`src/rtl/uart_rx_if.sv`:
```
// Consumer-side handshake of the UART receiver: enable/acknowledge strobe and received byte.
interface uart_rx_if;
    logic       go;
    logic [7:0] data;
    logic       data_ready;

    modport master (input go, output data, output data_ready);
    modport slave  (output go, input data, input data_ready);
endinterface

```
`src/rtl/uart_rx.sv`:
```
// 8N1 UART receiver with mid-bit sampling, framing-error lockout and a go/data_ready
// consumer handshake. BitTicks = ClockFrequencyHz / BaudRate must be at least 4.
module uart_rx #(
    parameter int ClockFrequencyHz = 30_000_000,
    parameter int BaudRate         = 115200
) (
    input  logic       clk,
    input  logic       rst,
    input  logic       rx,
    uart_rx_if.master  bus
);
    localparam int BitTicks  = ClockFrequencyHz / BaudRate;
    localparam int HalfTicks = BitTicks / 2;
    localparam int CntW      = (BitTicks > 2) ? $clog2(BitTicks) : 2;

    localparam logic [CntW-1:0] CntZero  = {CntW{1'b0}};
    localparam logic [CntW-1:0] CntOne   = CntW'(1'b1);
    localparam logic [CntW-1:0] BitLast  = CntW'(BitTicks - 1);
    localparam logic [CntW-1:0] HalfLast = CntW'(HalfTicks - 1);

    typedef enum logic [2:0] {
        ST_IDLE  = 3'd0,
        ST_START = 3'd1,
        ST_DATA  = 3'd2,
        ST_STOP  = 3'd3,
        ST_DONE  = 3'd4
    } state_t;

    state_t          state_r;
    logic [CntW-1:0] cnt_r;
    logic [2:0]      bit_idx_r;
    logic [7:0]      data_r;
    logic            data_ready_r;
    logic            armed_r;
    logic            sync1_r;
    logic            sync2_r;
    logic            rxs_s;

    assign rxs_s          = sync2_r;
    assign bus.data       = data_r;
    assign bus.data_ready = data_ready_r;

    // Two-flop synchronizer for the asynchronous serial line; resets to the idle level.
    always_ff @(posedge clk) begin
        if (rst) begin
            sync1_r <= 1'b1;
            sync2_r <= 1'b1;
        end else begin
            sync1_r <= rx;
            sync2_r <= sync1_r;
        end
    end

    // Receive FSM: armed_r blocks a restart until the line has been seen high,
    // so a framing error or a reset mid-frame cannot retrigger on a held-low line.
    always_ff @(posedge clk) begin
        if (rst) begin
            state_r      <= ST_IDLE;
            cnt_r        <= CntZero;
            bit_idx_r    <= 3'd0;
            data_r       <= 8'h00;
            data_ready_r <= 1'b0;
            armed_r      <= 1'b0;
        end else begin
            case (state_r)
                ST_IDLE: begin
                    data_ready_r <= 1'b0;
                    if (rxs_s) begin
                        armed_r <= 1'b1;
                    end else if (go_ok(bus.go, armed_r)) begin
                        state_r <= ST_START;
                        cnt_r   <= CntZero;
                    end
                end
                ST_START: begin
                    if (!bus.go) begin
                        state_r      <= ST_IDLE;
                        data_ready_r <= 1'b0;
                    end else if (cnt_r == HalfLast) begin
                        cnt_r     <= CntZero;
                        bit_idx_r <= 3'd0;
                        state_r   <= rxs_s ? ST_IDLE : ST_DATA;
                    end else begin
                        cnt_r <= cnt_r + CntOne;
                    end
                end
                ST_DATA: begin
                    if (!bus.go) begin
                        state_r      <= ST_IDLE;
                        data_ready_r <= 1'b0;
                    end else if (cnt_r == BitLast) begin
                        cnt_r  <= CntZero;
                        data_r <= {rxs_s, data_r[7:1]};
                        if (bit_idx_r == 3'd7) begin
                            state_r <= ST_STOP;
                        end else begin
                            bit_idx_r <= bit_idx_r + 3'd1;
                        end
                    end else begin
                        cnt_r <= cnt_r + CntOne;
                    end
                end
                ST_STOP: begin
                    if (!bus.go) begin
                        state_r      <= ST_IDLE;
                        data_ready_r <= 1'b0;
                    end else if (cnt_r == BitLast) begin
                        cnt_r <= CntZero;
                        if (rxs_s) begin
                            state_r      <= ST_DONE;
                            data_ready_r <= 1'b1;
                        end else begin
                            state_r <= ST_IDLE;
                            armed_r <= 1'b0;
                        end
                    end else begin
                        cnt_r <= cnt_r + CntOne;
                    end
                end
                ST_DONE: begin
                    if (!bus.go) begin
                        state_r      <= ST_IDLE;
                        data_ready_r <= 1'b0;
                    end
                end
                default: begin
                    state_r      <= ST_IDLE;
                    cnt_r        <= CntZero;
                    data_ready_r <= 1'b0;
                end
            endcase
        end
    end

    function automatic logic go_ok(input logic go_v, input logic armed_v);
        return go_v & armed_v;
    endfunction
endmodule

```
`src/flat_wrapper.sv`:
```
// flat-port wrapper written by rule: the top's interface ports become plain ports
module uart_rx_flat 
#(
    parameter int ClockFrequencyHz = 30_000_000,
    parameter int BaudRate         = 115200
)
  (clk, rst, rx, bus_go, bus_data, bus_data_ready);
  uart_rx_if bus_i ();
  input  logic clk;
  input  logic rst;
  input  logic rx;
  input wire logic [$bits(bus_i.go)-1:0] bus_go;
  output wire logic [$bits(bus_i.data)-1:0] bus_data;
  output wire logic [$bits(bus_i.data_ready)-1:0] bus_data_ready;
  assign bus_i.go = bus_go;
  assign bus_data = bus_i.data;
  assign bus_data_ready = bus_i.data_ready;
  uart_rx #(.ClockFrequencyHz(ClockFrequencyHz), .BaudRate(BaudRate)) u_core (.clk(clk), .rst(rst), .rx(rx), .bus(bus_i));
endmodule
```
`config.mk`:
```
export PLATFORM = sky130hd
export DESIGN_NAME = uart_rx_flat
export DESIGN_NICKNAME = d
export VERILOG_FILES = /design/src/rtl/uart_rx_if.sv /design/src/rtl/uart_rx.sv /design/src/flat_wrapper.sv
export SDC_FILE = /design/constraint.sdc
export NUM_CORES = 1
export LEC_CHECK = 0
export CAP_MARGIN = 20
export CORE_ASPECT_RATIO = 1.25
export CORE_MARGIN = 2
export CORE_UTILIZATION = 55
export CTS_CLUSTER_DIAMETER = 40
export DETAILED_ROUTE_END_ITERATION = 12
export PLACE_DENSITY = 0.76
export SLEW_MARGIN = 20
export SYNTH_ARGS = -nofsm -noshare
export SYNTH_HDL_FRONTEND = slang
export SYNTH_SLANG_ARGS = --single-unit
```
`constraint.sdc`:
```
create_clock -name clk -period 1.9 [get_ports clk]
set_clock_uncertainty 0.1 [all_clocks]
set_input_delay 0.57 -clock clk [delete_from_list [all_inputs] [get_ports clk]]
set_output_delay 0.57 -clock clk [all_outputs]
set_load 0.01 [all_outputs]
```
==> impl_results.md <==
- Outcome: finished with violations
- Failing checks: negative setup slack
- Metal-1 WL: 1.41 mm
- Die footprint: 0.00299 mm²
- Hold Slack: 0.333 ns
- R2R setup slack: -0.01 ns
- Setup TNS: -0.0137 ns
- Tcrit/Tclk final: 101%
- Layout Cells excl Fill: 229
- Congestion Overflow GR: 0
- Clk Latency, worst-skew pair: 0.34 ns
- Reg area: 553 µm²
- First drt pass iteration count: 4
- Hold Vio Cnt, Final: 0
- Total Routing Usage GR: 25.5%
- Slew Limit Fails: 0
- Core area: 0.00243 mm²
- Flop and latch count out of synthesis: 27
- Post-Synthesis Cells: 165
- Layout Utilization: 76.8%
- Leak: 0.000814 µW
- PD cells: 490 mW/mm²
- Metal3 WL: 153 µm
- Clk slew on worst S/H paths: 0.15 ns
- Top sig layer: met4
- Clk buf depth: 2
- Placed instance count: 223
- Sw Ratio: 24.8%
- Critical path class: flip-flop to flip-flop
- Sw power: 227 µW
- PortBufs: 12
- Max incr delay on CP: 0.59 ns
- Layout cell share with drive strength beyond 1: 31.1%
- RSZ-0062 raised after global routing: true
- CTS root buffer: clkbuf_4
- Num CTS Buffers: 3
- Area of the multi-input gates: 937 µm²
- Fin crit period: 1.91 ns
- Clock sink count: 27
- N_diodes: 0
- Post-route DRC: 0
- Hold_buf cts: 0
- Detailed placement HPWL: 2.68 mm
- DRT antenna net count: 0
- Combinational share of power: 8.7%
- Crit-path cells: or4_4, o2111ai_4, nand2_4, buf_6, a21oi_2, o22ai_1
- H-tree depth: 1
- Synthesized area: 0.00141 mm²
- Die Height: 60.6 µm
- Largest net degree at the start of global routing: 19
- # IOs: 13
- Total wire length: 3.80 mm
- Synthesized area per cell: 8.55 µm²
- Met2 wire length: 2.07 mm
- Final critical-path setup slack: -0.0137 ns
- Clock power share: 28.3%
- Crit path required time: 2.05 ns
- Vias in the first global route: 1,401
- Peak VDD IR: 0.538 mV
- Buf+Inv Stages, Crit Path: 1
- FMAX: 0.523 GHz
- Finish-stage setup viols: 1
- Final #Nets: 205
- Routed WL per cell: 16.6 µm
- Post-Syn Nets: 173
- First-pass GRT wire length: 5.71 mm
- Gpl congestion: 0.933
- Synth cell types: 40
- Die W: 49.3 µm
- Critical path's slowest cell: or4_4
- Initial core utilization: 58.1%
- Synthesis Warnings: 0
- Max-Cap Viols: 0
- HP Class: flip-flop to flip-flop
- Worst Tran Pin Value: 0.391 ns
- Fillers: 194
- Vias: 1,416
- Site row count: 20
- CTS tree: yes
- Antenna violations before repair: 0
- Part of the Yosys area used for sequential elements: 38.3%
- Flop pwr share: 62.9%
- Crit start category: flip-flop
- Worst Path Max Fanout: 8
- Worst rel slew slack: 73.9%
- Pint: 687 µW
- Iteration-0 DRC count of the detailed router: 37
- Vias per cell: 6.18
- Crit end category: flip-flop
- Layout area overhead: 32.1%
- Power, Total: 913 µW
- Cell family with most CP delay: simple AND/OR/NAND/NOR gates
- Crit path DAT: 2.06 ns
[worst register-to-register path: cells and delay by family (launching register included)]
kind | cells | cell delay [ns]
flip-flops | 1 | 0.41
AND/OR/NAND/NOR | 2 | 0.72
buffers and inverters | 1 | 0.14
AO/OA/AOI/OAI | 3 | 0.47
[kinds of logic after synthesis]
kind of cell / after synthesis / share of synthesized area [%]
muxes: 13 / 9.23
AOI/OAI and AO/OA: 38 / 17.5
and+or+nand+nor: 70 / 27.9
DFF: 27 / 38.3
buffers and inverters: 13 / 3.55
adders and majority gates: 4 / 3.55
[flip-flops by register name, summed over array words and instances (netlist names)]
name,cells
u_core.armed_r,1
u_core.bit_idx_r,3
u_core.cnt_r,9
u_core.rxs_s,1
u_core.sync1_r,1
u_core.bus.data,8
u_core.state_r,3
u_core.bus.data_ready,1
[power by group through the flow]
stage | clock (µW) | combinational [µW] | sequential (µW)
after CTS | 261 | 71.8 | 576
final | 259 | 79.9 | 575
after global placement | 0 | 67.6 | 588
after global routing | 286 | 85.4 | 575
after floorplan | 0 | 36.4 | 586
after detailed placement | 0 | 70.6 | 588
[final cells by class]
class,instances,area share (%)
repair buffers,33,14.9
clock inverters,1,0.269
clock buffers,3,1.21
flip-flops and latches,27,29.7
inverters,7,1.41
well taps,33,2.22
multi-input cells,125,50.3
[metrics by stage]
step	setup slack (ns)	area, µm²
after floorplan	0.155	1410
after CTS	-0.00104	1730
after detailed placement	-0.328	1690
after global placement	-0.228	1690
after global routing	-0.0876	1860
final	-0.0137	1860
[metal layers]
metal	up-vias	global-route usage, %
li1	666	-
met1	680	23.9
met2	51	46.7
met3	19	6.16
met4	0	22.9
met5	-	0
[cells in the final DEF, fill, tap and decap left out, types with 3 or more instances in the layout]
cell             netlist  routed
a21oi_1               13       9
a21oi_2                0       4
buf_4                  0      20
clkbuf_4               0       3
clkdlybuf4s50_1        0       3
dfxtp_1               27      19
dfxtp_2                0       7
dlygate4sd2_1          0       7
inv_1                  7       6
mux2i_1               13      13
nand2_1               16      14
nand2b_1               5       5
nand3_1                9       8
nand4_1                3       3
nor2_1                12      11
nor3_1                 4       3
o21ai_0                9       7
o22ai_1                4       3
[Yosys cell counts (all sizes together)]
cell	count	area share [%]
a21o	1	0.53
dfxtp	27	38
clkbuf	5	1.3
nand4	3	1.3
a311oi	1	0.62
o211ai	1	0.53
a2111o	1	0.80
mux2i	13	9.2
o32a	1	0.71
nor3b	3	1.6
a211oi	1	0.53
and2	1	0.44
nand2b	5	2.2
nand4b	1	0.62
nand2	18	5.1
nor4	1	0.89
nor2b	1	0.44
a21oi	13	4.6
buf	1	0.35
a31o	1	0.62
nor2	12	3.2
ha	4	3.5
o32ai	1	0.62
and4bb	2	1.8
nand4bb	2	1.6
inv	7	1.9
o211a	1	0.71
or2	2	0.89
nand3	9	3.2
o22ai	4	1.8
nor3	4	1.4
and3	2	0.89
o2111ai	2	1.7
or3	2	0.89
o21ai	9	3.2
o31ai	1	0.53
or4	2	1.3
[path summary, 6_finish.rpt]
check,depth (start not counted),from,to
setup / recovery,6,u_core.cnt_r[3]$_SDFFE_PP0P_,u_core.cnt_r[5]$_SDFFE_PP0P_
hold / removal,1,u_core.sync1_r$_SDFF_PP1_,u_core.rxs_s$_SDFF_PP1_
setup reg to reg,6,u_core.cnt_r[3]$_SDFFE_PP0P_,u_core.cnt_r[5]$_SDFFE_PP0P_
hold reg to reg,1,u_core.sync1_r$_SDFF_PP1_,u_core.rxs_s$_SDFF_PP1_
[timing repair]
| item | in CTS | in global routing |
|---|---|---|
| setup endpoints to repair | 16 | 24 |
| pin swaps | 1 | 9 |
| gates resized for setup | 14 | 30 |
| setup buffers | 0 | 2 |
Note: power is estimated with default switching activity, not from simulation.
